### src/rtl/alu_seq_pkg.sv
// alu_seq_pkg: opcodes, flag bit positions and FSM states shared by alu_seq and alu_seq_step.
package alu_seq_pkg;

    typedef enum logic [3:0] {
        OP_ADD = 4'd0,
        OP_SUB = 4'd1,
        OP_AND = 4'd2,
        OP_OR  = 4'd3,
        OP_XOR = 4'd4,
        OP_NOT = 4'd5,
        OP_MOV = 4'd6,
        OP_INC = 4'd7,
        OP_DEC = 4'd8,
        OP_SLA = 4'd9,
        OP_SLL = 4'd10,
        OP_ROL = 4'd11,
        OP_SRA = 4'd12,
        OP_SRL = 4'd13,
        OP_ROR = 4'd14,
        OP_ADC = 4'd15
    } op_e;

    localparam int FLAG_C = 0;
    localparam int FLAG_Z = 1;
    localparam int FLAG_S = 2;
    localparam int FLAG_V = 3;

    typedef enum logic [1:0] {
        S_IDLE = 2'd0,
        S_EXEC = 2'd1,
        S_DONE = 2'd2
    } state_e;

    function automatic logic is_shift(input logic [3:0] op);
        return (op >= OP_SLA) && (op <= OP_ROR);
    endfunction

endpackage

### src/rtl/alu_seq_step.sv
// alu_seq_step: combinational ALU plus one-bit shift step, or a full barrel shifter
// when ALU_SEQ_BARREL_EN is defined.
module alu_seq_step
    import alu_seq_pkg::*;
#(
    parameter int WIDTH = 16
`ifdef ALU_SEQ_BARREL_EN
    , parameter int SHAMT_W = $clog2(WIDTH)
`endif
) (
    input  logic [3:0]       i_op,
    input  logic [WIDTH-1:0] i_a,
    input  logic [WIDTH-1:0] i_b,
    input  logic             i_c_in,
`ifdef ALU_SEQ_BARREL_EN
    input  logic [SHAMT_W-1:0] i_shamt,
`endif
    output logic [WIDTH-1:0] o_res,
    output logic             o_c,
    output logic             o_v
);

    localparam int M = WIDTH - 1;

    logic [WIDTH-1:0] w_addb, w_subb;
    logic [WIDTH:0]   w_sum, w_diff;

    assign w_addb = (i_op == OP_INC) ? WIDTH'(1) : i_b;
    assign w_subb = (i_op == OP_DEC) ? WIDTH'(1) : i_b;
    assign w_sum  = {1'b0, i_a} + {1'b0, w_addb} + {{WIDTH{1'b0}}, (i_op == OP_ADC) & i_c_in};
    assign w_diff = {1'b0, i_a} - {1'b0, w_subb};

`ifdef ALU_SEQ_BARREL_EN
    logic             w_nz, w_slav;
    logic [WIDTH-1:0] w_lt, w_rt;
    logic [2*WIDTH-1:0] w_rl, w_rr;

    assign w_nz = |i_shamt;
    assign w_lt = i_a << (i_shamt - 1'b1);
    assign w_rt = i_a >> (i_shamt - 1'b1);
    assign w_rl = {i_a, i_a} << i_shamt;
    assign w_rr = {i_a, i_a} >> i_shamt;

    // SLA overflow: any of the bits that pass through the MSB differs from the original MSB
    always_comb begin
        w_slav = 1'b0;
        for (int i = 1; i < WIDTH; i++)
            if (i <= int'(i_shamt) && i_a[M-i] != i_a[M]) w_slav = 1'b1;
    end
`endif

    always_comb begin
        o_res = '0;
        o_c   = 1'b0;
        o_v   = 1'b0;
        case (i_op)
            OP_ADD, OP_ADC, OP_INC: begin
                o_res = w_sum[M:0];
                o_c   = w_sum[WIDTH];
                o_v   = (i_a[M] == w_addb[M]) && (w_sum[M] != i_a[M]);
            end
            OP_SUB, OP_DEC: begin
                o_res = w_diff[M:0];
                o_c   = w_diff[WIDTH];
                o_v   = (i_a[M] != w_subb[M]) && (w_diff[M] != i_a[M]);
            end
            OP_AND: o_res = i_a & i_b;
            OP_OR:  o_res = i_a | i_b;
            OP_XOR: o_res = i_a ^ i_b;
            OP_NOT: o_res = ~i_a;
            OP_MOV: o_res = i_a;
`ifdef ALU_SEQ_BARREL_EN
            OP_SLA, OP_SLL: begin
                o_res = i_a << i_shamt;
                o_c   = w_nz & w_lt[M];
                o_v   = (i_op == OP_SLA) & w_slav;
            end
            OP_ROL: begin
                o_res = w_rl[2*WIDTH-1:WIDTH];
                o_c   = w_nz & w_rl[WIDTH];
            end
            OP_SRA: begin
                o_res = $signed(i_a) >>> i_shamt;
                o_c   = w_nz & w_rt[0];
            end
            OP_SRL: begin
                o_res = i_a >> i_shamt;
                o_c   = w_nz & w_rt[0];
            end
            OP_ROR: begin
                o_res = w_rr[M:0];
                o_c   = w_nz & w_rr[M];
            end
`else
            OP_SLA, OP_SLL: begin
                o_res = {i_a[M-1:0], 1'b0};
                o_c   = i_a[M];
                o_v   = (i_op == OP_SLA) && (i_a[M] != i_a[M-1]);
            end
            OP_ROL: begin
                o_res = {i_a[M-1:0], i_a[M]};
                o_c   = i_a[M];
            end
            OP_SRA: begin
                o_res = {i_a[M], i_a[M:1]};
                o_c   = i_a[0];
            end
            OP_SRL: begin
                o_res = {1'b0, i_a[M:1]};
                o_c   = i_a[0];
            end
            OP_ROR: begin
                o_res = {i_a[0], i_a[M:1]};
                o_c   = i_a[0];
            end
`endif
            default: ;
        endcase
    end

endmodule

### src/rtl/alu_seq.sv
// alu_seq: handshaked ALU with iterative one-bit-per-cycle shifts; defining
// ALU_SEQ_BARREL_EN makes every op single-cycle via a barrel shifter.
module alu_seq
    import alu_seq_pkg::*;
#(
    parameter int WIDTH   = 16,
    parameter int SHAMT_W = $clog2(WIDTH)
) (
    input  logic               clk,
    input  logic               rst_n,
    input  logic               in_valid,
    output logic               in_ready,
    input  logic [3:0]         op,
    input  logic [WIDTH-1:0]   a,
    input  logic [WIDTH-1:0]   b,
    input  logic [SHAMT_W-1:0] shamt,
    input  logic               c_in,
    output logic               out_valid,
    input  logic               out_ready,
    output logic [WIDTH-1:0]   result,
    output logic [3:0]         flags
);

    state_e           r_state;
    logic             r_in_ready, r_out_valid;
    logic [WIDTH-1:0] r_result;
    logic [3:0]       r_flags;

    logic [3:0]       w_op;
    logic [WIDTH-1:0] w_sa, w_step_res, w_res;
    logic             w_step_c, w_step_v, w_c, w_v;
    logic [3:0]       w_flags;

`ifdef ALU_SEQ_BARREL_EN
    assign w_op  = op;
    assign w_sa  = a;
    assign w_res = w_step_res;
    assign w_c   = w_step_c;
    assign w_v   = w_step_v;
`else
    logic [3:0]         r_op;
    logic [WIDTH-1:0]   r_work;
    logic [SHAMT_W-1:0] r_cnt;
    logic               r_vacc;
    logic               w_pass;

    // While iterating, the step unit works on the shift register instead of the inputs
    assign w_op   = (r_state == S_EXEC) ? r_op : op;
    assign w_sa   = (r_state == S_EXEC) ? r_work : a;
    assign w_pass = (r_state == S_IDLE) && is_shift(op);
    assign w_res  = w_pass ? a : w_step_res;
    assign w_c    = !w_pass && w_step_c;
    assign w_v    = !w_pass && (w_step_v || r_vacc);
`endif

    always_comb begin
        w_flags         = '0;
        w_flags[FLAG_C] = w_c;
        w_flags[FLAG_Z] = ~|w_res;
        w_flags[FLAG_S] = w_res[WIDTH-1];
        w_flags[FLAG_V] = w_v;
    end

    alu_seq_step #(
        .WIDTH(WIDTH)
`ifdef ALU_SEQ_BARREL_EN
        , .SHAMT_W(SHAMT_W)
`endif
    ) u_step (
        .i_op(w_op),
        .i_a(w_sa),
        .i_b(b),
        .i_c_in(c_in),
`ifdef ALU_SEQ_BARREL_EN
        .i_shamt(shamt),
`endif
        .o_res(w_step_res),
        .o_c(w_step_c),
        .o_v(w_step_v)
    );

    always_ff @(posedge clk) begin
        if (!rst_n) begin
            r_state     <= S_IDLE;
            r_in_ready  <= 1'b1;
            r_out_valid <= 1'b0;
            r_result    <= '0;
            r_flags     <= '0;
`ifndef ALU_SEQ_BARREL_EN
            r_op        <= '0;
            r_work      <= '0;
            r_cnt       <= '0;
            r_vacc      <= 1'b0;
`endif
        end else begin
            case (r_state)
                S_IDLE: if (in_valid) begin
`ifndef ALU_SEQ_BARREL_EN
                    if (is_shift(op) && shamt != '0) begin
                        r_op       <= op;
                        r_work     <= a;
                        r_cnt      <= shamt;
                        r_vacc     <= 1'b0;
                        r_in_ready <= 1'b0;
                        r_state    <= S_EXEC;
                    end else
`endif
                    begin
                        r_result    <= w_res;
                        r_flags     <= w_flags;
                        r_in_ready  <= 1'b0;
                        r_out_valid <= 1'b1;
                        r_state     <= S_DONE;
                    end
                end
`ifndef ALU_SEQ_BARREL_EN
                S_EXEC: begin
                    r_work <= w_step_res;
                    r_cnt  <= r_cnt - 1'b1;
                    r_vacc <= r_vacc | w_step_v;
                    if (r_cnt == SHAMT_W'(1)) begin
                        r_result    <= w_res;
                        r_flags     <= w_flags;
                        r_vacc      <= 1'b0;
                        r_out_valid <= 1'b1;
                        r_state     <= S_DONE;
                    end
                end
`endif
                S_DONE: if (out_ready) begin
                    r_out_valid <= 1'b0;
                    r_in_ready  <= 1'b1;
                    r_state     <= S_IDLE;
                end
                default: r_state <= S_IDLE;
            endcase
        end
    end

    assign in_ready  = r_in_ready;
    assign out_valid = r_out_valid;
    assign result    = r_result;
    assign flags     = r_flags;

endmodule

### config.mk
export PLATFORM = sky130hd
export DESIGN_NAME = alu_seq
export DESIGN_NICKNAME = d
export VERILOG_FILES = /design/src/rtl/alu_seq_pkg.sv /design/src/rtl/alu_seq_step.sv /design/src/rtl/alu_seq.sv
export SDC_FILE = /design/constraint.sdc
export NUM_CORES = 1
export LEC_CHECK = 0
export BUFFER_PORTS_ARGS = -buffer_cell sky130_fd_sc_hd__buf_2
export CORE_MARGIN = 3
export CORE_UTILIZATION = 30
export CTS_CLUSTER_DIAMETER = 60
export DETAILED_ROUTE_END_ITERATION = 7
export PLACE_DENSITY_LB_ADDON = 0.08
export SYNTH_ARGS = -nofsm -noshare
export SYNTH_HDL_FRONTEND = slang
export SYNTH_SLANG_ARGS = --single-unit
### constraint.sdc
create_clock -name clk -period 5.7 [get_ports clk]
set_input_delay 0.285 -clock clk [delete_from_list [all_inputs] [get_ports clk]]
set_output_delay 0.285 -clock clk [all_outputs]
set_load 0.01 [all_outputs]
[Word level (Yosys, flattened, before mapping)]
Cells that the tools add are included.
Storage, ports and cells
  input bits: 45
  flip-flop bits (word level): 49
  output and inout bits: 22
  logic and storage cells: 117
Operators by class
  bitwise logic cells: 6
  add/subtract/negate cells: 4
  reduce and logical (&&, ||, !) cells: 29
  order comparisons: 2
  multiplexer cells: 39
  equality and inequality tests: 28
Operators with widths (number)
  one-hot mux 16 bit (12 select lines): 1
  2-to-1 mux 16 bit: 9
  one-hot mux 16 bit (2 select lines): 2
  == test 4 bit, second input constant: 8
  2-to-1 mux 4 bit: 6
  adder 16 x 16 -> 17 bit: 1
  adder 17 x 1 -> 17 bit: 1
  subtractor 16 x 16 -> 17 bit: 1
  bitwise AND 16 bit: 1
  == test 4 x 3 -> 1 bit, second input constant: 4
  inverter 16 bit: 1
  bitwise OR 16 bit: 1
  one-hot mux 4 bit (2 select lines): 2
  OR reduction 16 bit: 1
  bitwise XOR 16 bit: 1
  AND reduction 3 bit: 4
  2-to-1 mux 1 bit: 9
  OR reduction 3 bit: 3
  == test 4 x 1 -> 1 bit, second input constant: 2
  == test 4 x 2 -> 1 bit, second input constant: 2
  logical AND 1 bit: 8
  2-to-1 mux 2 bit: 4
  inequality test 2 bit, second input constant: 3
  one-hot mux 1 bit (3 select lines): 2
  23 further kinds: 31

[Longest topological paths before layout]
Gate-level depths: netlist (run 1).
  word-level depth: 14
  gate-level depth with buffers: 21
  gate-level depth less buffers: 17

[By module]
A second synthesis (run 1) with hierarchy kept.
Second synthesis, totals
  cell total of the unflattened synthesis: 833
  area total of the unflattened synthesis: 6052.1 µm²
Modules (own cells, without submodules)
  alu_seq_step: times used 1, cells an instance 513, seq. area each 0.0 µm², area each 3418.3 µm²
  alu_seq: times used 1, cells an instance 320, seq. area each 960.9 µm², area each 2633.8 µm²

[Least setup slack after synthesis (run 1)]
No wires, ideal clock.
  path kind: register to register
  start: reg r_state[1]
  end: reg r_flags[1], in the netlist flags[1]
  clock period less this slack: 4.422 ns
  stages on the path, launching flop included: 20
  slack: 1.278 ns
  data required time: 5.641 ns
  arrival time: 4.363 ns
  setup time: 0.059 ns
  buffers on the path: 3
  cells stage by stage: dfxtp_1 -> nand2b_4 -> buf_6 -> mux2_4 -> clkbuf_1 -> nand2_1 -> clkbuf_1 -> nand2_1 -> ha_1 -> fa_1 -> nor2b_1 -> o31a_1 -> o21ai_0 -> o311a_1 -> o21ai_0 -> xnor2_1 -> o221ai_1 -> mux2_2 -> nor4_1 -> a31o_1
On the way
  word-level cells in the longest chain between the ends: 13
  elaborated cells between the ends (all ways): 47
  those cells by class: add/sub (3); eq/ne (19); mux (10); bitwise (5); reduce/logical (10)
RTL lines
  start: declaration: line alu_seq.sv:24  | state_e r_state;
  start signal: assignment: line alu_seq.sv:84  | r_state <= S_IDLE;
  start signal: assignment: line alu_seq.sv:105  | r_state <= S_EXEC;
  start signal: assignment: line alu_seq.sv:113  | r_state <= S_DONE;
  == test 2 x 1 -> 1 bit: line alu_seq.sv:48, alu_seq.sv:49, alu_seq.sv:96
  2-to-1 mux 4 bit: line alu_seq.sv:48  | assign w_op = (r_state == S_EXEC) ? r_op : op;
  == test 4 x 3 -> 1 bit: line alu_seq_step.sv:28, alu_seq_step.sv:56
  2-to-1 mux 16 bit: line alu_seq_step.sv:28  | assign w_addb = (i_op == OP_INC) ? WIDTH'(1) : i_b;
  adder 16 x 16 -> 17 bit: line alu_seq_step.sv:30  | assign w_sum = {1'b0, i_a} + {1'b0, w_addb} + {{WIDTH{1'b0}}, (i_op == OP_ADC) & i_c_in};
  adder 17 x 1 -> 17 bit: line alu_seq_step.sv:30
  one-hot mux 16 bit (12 select lines): line alu_seq_step.sv:56  | case (i_op)
  2-to-1 mux 16 bit: line alu_seq.sv:51  | assign w_res = w_pass ? a : w_step_res;
  OR reduction 16 bit: line alu_seq.sv:59  | w_flags[FLAG_Z] = ~|w_res;
  logical NOT 1 bit: line alu_seq.sv:59
  2-to-1 mux 4 bit: line alu_seq.sv:99  | if (is_shift(op) && shamt != '0) begin
  2-to-1 mux 4 bit: line alu_seq.sv:97  | S_IDLE: if (in_valid) begin
  one-hot mux 4 bit (2 select lines): line alu_seq.sv:96  | case (r_state)
  end signal: assignment: line alu_seq.sv:110  | r_flags <= w_flags;
  end signal: assignment: line alu_seq.sv:123  | r_flags <= w_flags;
  end: declaration: line alu_seq.sv:27  | logic [3:0] r_flags;
Several ways; a longest one is shown, not always the timed one. The select of a mux whose other input is x is not followed.
A chain may end at the register's enable or synchronous reset.

[Worst setup path in the final report (run 1)]
  start: reg r_state[0]
  end: reg r_flags[1], in the netlist flags[1]
Same word-level chain as after synthesis.

==> results of run 1 <==
power groups by stage:
stage,sequential (mW),combinational [mW],clock [mW]
after floorplan,0.402,0.537,0
after global placement,0.398,0.771,0
after detailed placement,0.398,0.774,0
after CTS,0.391,0.777,0.441
after global routing,0.396,0.858,0.458
final,0.391,0.780,0.435
final cells by class:
class / instances / area share, %
multi-input cells: 658 / 68.3
flip-flops and latches: 48 / 14.1
repair buffers: 83 / 6.73
well taps: 265 / 4.87
inverters: 51 / 2.81
clock buffers: 5 / 1.84
clock inverters: 3 / 1.32
routing by layer:
metal	track usage [%]	wire, um	up-vias	part of all wire [%]
li1	-	-	3065	-
met1	27.1	10300	2989	45
met2	33.9	10700	157	47
met3	2.97	1130	29	5.0
met4	4.80	532	0	2.3
met5	0	0	-	0
worst max path at each step:
stage	startpoint	end	slack [ns]	cells past startpoint
after detailed placement	r_state[0]$_SDFFE_PN0P_	flags[1]$_SDFFE_PN0P_	0.79	15
after global placement	r_state[0]$_SDFFE_PN0P_	flags[1]$_SDFFE_PN0P_	0.78	15
final	r_state[0]$_SDFFE_PN0P_	flags[1]$_SDFFE_PN0P_	0.77	15
after floorplan	r_state[1]$_SDFFE_PN0P_	flags[1]$_SDFFE_PN0P_	1.28	19
after CTS	r_state[0]$_SDFFE_PN0P_	flags[1]$_SDFFE_PN0P_	0.77	15
after global routing	r_state[0]$_SDFFE_PN0P_	flags[1]$_SDFFE_PN0P_	0.43	15
cells in the mapped netlist (5+ instances only):
cell       number  area share [%]
o21a_1         11             1.4
nor2_1         86             5.4
o211a_1         5            0.83
a31oi_1         9            0.93
inv_1          49             3.1
o221ai_1       13             1.9
mux2i_1        27             4.5
a222oi_1        5            0.83
nor2b_1         6            0.62
nand2_1       106             6.6
o31a_1          6            0.87
a211oi_1       18             2.2
or3_1           5            0.52
a311oi_1       16             2.3
o21ai_0        30             2.5
a31o_2          5            0.73
a21o_1          9             1.1
xor2_1          8             1.2
dfxtp_1        48              16
xnor2_1        11             1.6
buf_2           7            0.58
clkbuf_1       27             1.7
a2111oi_0       5            0.73
nor3_1         17             1.4
nor4_1          5            0.52
ha_1           69              14
mux2i_2         5             1.1
o22ai_1        10             1.0
a21oi_1        57             4.7
mux2_2          6             1.1
nand3_1        14             1.2
and2_1          7            0.73
a221oi_1        7             1.0
flip-flops by register name (all words and copies together), names as in the netlist:
name / flops
flags: 4
in_ready: 1
out_valid: 1
r_cnt: 4
r_op: 4
r_state: 2
r_vacc: 1
r_work: 16
result: 15
logic make-up (layout without fill, tap and decap cells):
kind of cell,after synthesis,count (layout)
buf+inv,95,142
compound gates,252,252
fa+ha+maj,72,72
flops,48,48
simple gates,274,274
mux,41,41
xor+xnor,19,19
per-stage QoR:
step | util [%] | total power, mW | instances
finish | 34.8 | 1.61 | 1113
global route | 34.8 | 1.71 | 1113
CTS | 34.8 | 1.61 | 1113
detailed placement | 33.7 | 1.17 | 1105
global placement | 33.7 | 1.17 | 1105
floorplan | - | 0.940 | 801
==> impl_metrics.json, run 1 <==
{
  "slew_headroom_pct": 27.3,
  "synth_top_family_by_area": "compound AO/OA/AOI/OAI gates",
  "fin_nets": 964,
  "hp-start": "out_ready",
  "ys_ff_latch": 48,
  "boundaryPins": 67,
  "vias": 6240,
  "post_cts_resize_count": 0,
  "final_common_cell": "nand2_1",
  "power_density_nw_per_um2": 236,
  "drive_gt1_share_pct": 14.9,
  "final_cell_mix": "nand2_1 (106), nor2_1 (86), ha_1 (69), buf_2 (66), a21oi_1 (57)",
  "clock_sinks": 48,
  "yosys.area_share.adder_pct": 15.3,
  "synth_simple_gate_area_share_pct": 20.7,
  "synth-compound-area-share_pct": 30.7,
  "seq_area_sq_um": 961,
  "cts_tree": "done",
  "finalWorstPathRequiredPeriod_ns": 4.93,
  "grt_pass1_wl_um": 34700,
  "rsz0062_at_grt": "false",
  "grt_overflow": 0,
  "start_util_pct": 30.8,
  "synth_fp_nets": 918,
  "hold_path_class": "in2reg",
  "synth_xor_area_share_pct": 2.76,
  "ant_nets": 0,
  "placed_area_sq_um": 6590,
  "start_kind": "flop",
  "hold_path_end": "out_valid$_SDFFE_PN0P_",
  "status": "complete, no violations",
  "ys.flop_type": "dfxtp_1",
  "cts-root-buf": "clkbuf_16",
  "clock_power_share_pct": 27.1,
  "final_area_sq_um": 6810,
  "ff2ff_path_depth": 15,
  "hold_viol_final": 0,
  "leakage_nw": 3.00,
  "place_ws_ns": 0.794,
  "fillers": 2141,
  "route.detailed.drc": 0,
  "grt_max_degree": 50,
  "critPathCaptureType": "flop",
  "clock_latency_ns": 0.29,
  "clk_pin_slew_ns": 0.07,
  "critPathBufInv": 2,
  "r2r_slack_ns": 0.77,
  "tns_ns": 0,
  "fin_skew_ns": 0.00582,
  "fin_crit_sh_pct": 86.5,
  "area_growth_pct": 13.0,
  "cpPeakStageDelay_ns": 0.64,
  "p_sw_share_pct": 40.1,
  "cap_violations": 0,
  "htreeDepth": 2,
  "p_seq_share_pct": 24.3,
  "tightest_slew_ns": 1.08,
  "setup_violations": 0,
  "antenna_found_initial": 0,
  "path_class": "reg2reg",
  "crit_fanout": 49,
  "post-dp-hpwl_um": 17700,
  "syn_area_sq_um": 6020,
  "switching_power_mw": 0.645,
  "grt_usage_pct": 20.1,
  "required_ns": 5.89,
  "wire_per_inst_um": 20.4,
  "cts_setup_buffers": 0,
  "cpMaxStageDelayCell": "a2111oi_0",
  "r2r_start": "r_state[0]$_SDFFE_PN0P_",
  "ys_async_sr_fraction_pct": 0,
  "multiInputGateArea_sq_um": 4650,
  "internal_power_mw": 0.962,
  "syn_inst": 801,
  "diodes": 0,
  "synth.avg_cell_area_sq_um": 7.52,
  "grt_pass1_vias": 6123,
  "synth_edf_count": 0,
  "setup_slack_ns": 0.772,
  "coreArea_sq_um": 19600,
  "drt-pass1-iter-count": 7,
  "synth.distinct_cells": 81,
  "cts_made_buffers": 5,
  "yosys-mux-area-fraction_pct": 7.75,
  "critPathTopFamily": "compound AO/OA/AOI/OAI gates",
  "yosysSeqAreaShare_pct": 16.0,
  "yosysWarningCount": 0,
  "cts_buffer_depth": 2,
  "crit_top_cell": "nor4_1",
  "totalWireLength_um": 22700,
  "rows": 51,
  "drt_iter0_drc": 366,
  "place_congestion": 0.885,
  "port_buffers": 66,
  "crit_chain": "nand2b_4, buf_4, mux2i_1, inv_1, ha_1, and2_1, or4_1, o21a_1, a2111oi_0, nor4_1, a31oi_1, a211oi_1, nand4_1, nor4_1, a31o_1",
  "r2r-end": "flags[1]$_SDFFE_PN0P_",
  "cts_hold_buffers": 0,
  "die_w_um": 148,
  "worst_ep_arrival_time_ns": 5.12,
  "slew_viol_final": 0,
  "dieArea_sq_um": 21800,
  "ir_drop_v": 0.000126,
  "viasPerCell": 5.61,
  "fin_hold_ws_ns": 0.240,
  "min_path_cells": 2,
  "max_freq_mhz": 203,
  "die-height_um": 148,
  "pwr-share-comb_pct": 48.5
}
Power figures use the tool's default switching activity.
==> run 2, diff against run 1 <==
CORE_UTILIZATION = 40   (was 30)
==> run 2 against run 1 <==
Routed wire length shrank 5.9%; critical endpoint unchanged; largest cell class unchanged; non-clock buffer count is 3 lower; utilization up 11 points.
==> impl_metrics.json, run 2 (synthesized netlist as in run 1, its figures left out) <==
{
  "tightest_slew_ns": 1.11,
  "worst_ep_arrival_time_ns": 5.47,
  "clock_latency_ns": 0.29,
  "slew_headroom_pct": 26.2,
  "startpoint": "r_state[1]$_SDFFE_PN0P_",
  "crit_chain": "nand2b_4, mux2i_1, inv_1, fa_1, a211oi_1, o21ai_0, buf_4, o32ai_1, o31ai_1, a21oi_1, mux2i_1, a311o_1, mux2_2, nor4_1, a31o_1",
  "boundaryPins": 67,
  "final-instance-count-excl-fill": 1029,
  "cts-root-buf": "clkbuf_16",
  "post-dp-hpwl_um": 16400,
  "clk_pin_slew_ns": 0.07,
  "post_cts_resize_count": 0,
  "final_area_sq_um": 6630,
  "setup_slack_ns": 0.464,
  "clock_sinks": 48,
  "crit_top_cell": "mux2i_1",
  "critPathCaptureType": "flop",
  "final_cell_mix": "nand2_1 (106), nor2_1 (86), ha_1 (69), buf_2 (66), a21oi_1 (57)",
  "setup_violations": 0,
  "r2r_start": "r_state[1]$_SDFFE_PN0P_",
  "cts_tree": "done",
  "slew_viol_final": 0,
  "ant_nets": 0,
  "diodes": 0,
  "drt-pass1-iter-count": 6,
  "die_w_um": 129,
  "place_congestion": 0.956,
  "rsz0062_at_grt": "false",
  "hold_path_class": "in2reg",
  "cts_setup_buffers": 0,
  "start_util_pct": 41.1,
  "cts_made_buffers": 5,
  "cpPeakStageDelay_ns": 0.69,
  "drive_gt1_share_pct": 14.4,
  "area_growth_pct": 10.1,
  "power_mw": 1.50,
  "fin_skew_ns": 0.00673,
  "place_ws_ns": 0.615,
  "crit_fanout": 20,
  "cts_buffer_depth": 2,
  "grt_overflow": 0,
  "status": "complete, no violations",
  "hold_viol_final": 0,
  "fin_nets": 961,
  "grt_usage_pct": 25.1,
  "required_ns": 5.94,
  "drt_iter0_drc": 671,
  "start_kind": "flop",
  "grt_pass1_vias": 6159,
  "fin_hold_ws_ns": 0.241,
  "cap_violations": 0,
  "hp-start": "out_ready",
  "htreeDepth": 2,
  "final_common_cell": "nand2_1",
  "placed_area_sq_um": 6470,
  "top_register": "r_work",
  "grt_pass1_wl_um": 33300,
  "die-height_um": 129,
  "max_freq_mhz": 191,
  "leakage_nw": 2.96,
  "port_buffers": 66,
  "ir_drop_v": 0.000135,
  "cpMaxStageDelayCell": "mux2i_1",
  "power_density_nw_per_um2": 227,
  "place_inst": 1021,
  "grt_max_degree": 32,
  "wire_per_inst_um": 20.7,
  "viasPerCell": 6.34,
  "cts_hold_buffers": 0,
  "fin_crit_sh_pct": 91.9,
  "vias": 6521,
  "finalWorstPathRequiredPeriod_ns": 5.24,
  "coreArea_sq_um": 14600,
  "largest_register_ffs": 16,
  "dieArea_sq_um": 16600,
  "rows": 44,
  "final_util_pct": 45.3,
  "totalWireLength_um": 21300,
  "path_class": "reg2reg",
  "antenna_found_initial": 0,
  "route.detailed.drc": 0,
  "tns_ns": 0
}
==> run 2: cell count changes in the layout (fill, tap and decap cells not counted) <==
cell | previous run | this run
buf_4 | 17 | 14
bufinv_16 | 3 | 1
clkbuf_1 | 0 | 1
clkinv_2 | 0 | 1
==> run 2: path summary, 6_finish.rpt <==
check,cells after the start,to,slack [ns]
setup / recovery,15,flags[1]$_SDFFE_PN0P_,0.46
hold / removal,2,out_valid$_SDFFE_PN0P_,0.24
setup reg to reg,15,flags[1]$_SDFFE_PN0P_,0.46
hold reg to reg,2,result[8]$_SDFFE_PN0P_,0.45
==> run 2: final cells by class <==
cell class / instances / area, sq um
clock inverter: 2 / 35.0
sequential: 48 / 961
inverter: 51 / 191
fill: 1511 / 8010
tap: 184 / 230
clock buffer: 6 / 129
multi-input combinational: 658 / 4650
timing repair buffer: 80 / 435
==> run 2: routing by layer <==
metal	GRT usage, %	vias up	share of wire [%]
li1	-	3057	-
met1	33.7	3086	43
met2	40.5	303	46
met3	3.78	75	6.4
met4	9.76	0	4.2
met5	0	-	0
==> run 2: where the power goes <==
part	total (mW)	internal (mW)	switching, mW
Combinational	0.774	0.295	0.479
Sequential	0.394	0.369	0.0245
Clock	0.336	0.207	0.130
Total	1.50	0.871	0.633
==> run 2: worst max-delay path, delay by kind of cell, from the launching register on <==
family,cells,cell delay (ns)
AOI/OAI and AO/OA,7,1.73
adders and majority gates,1,0.52
buffers and inverters,2,0.49
DFF,1,0.65
muxes,3,1.10
and+or+nand+nor,2,0.69
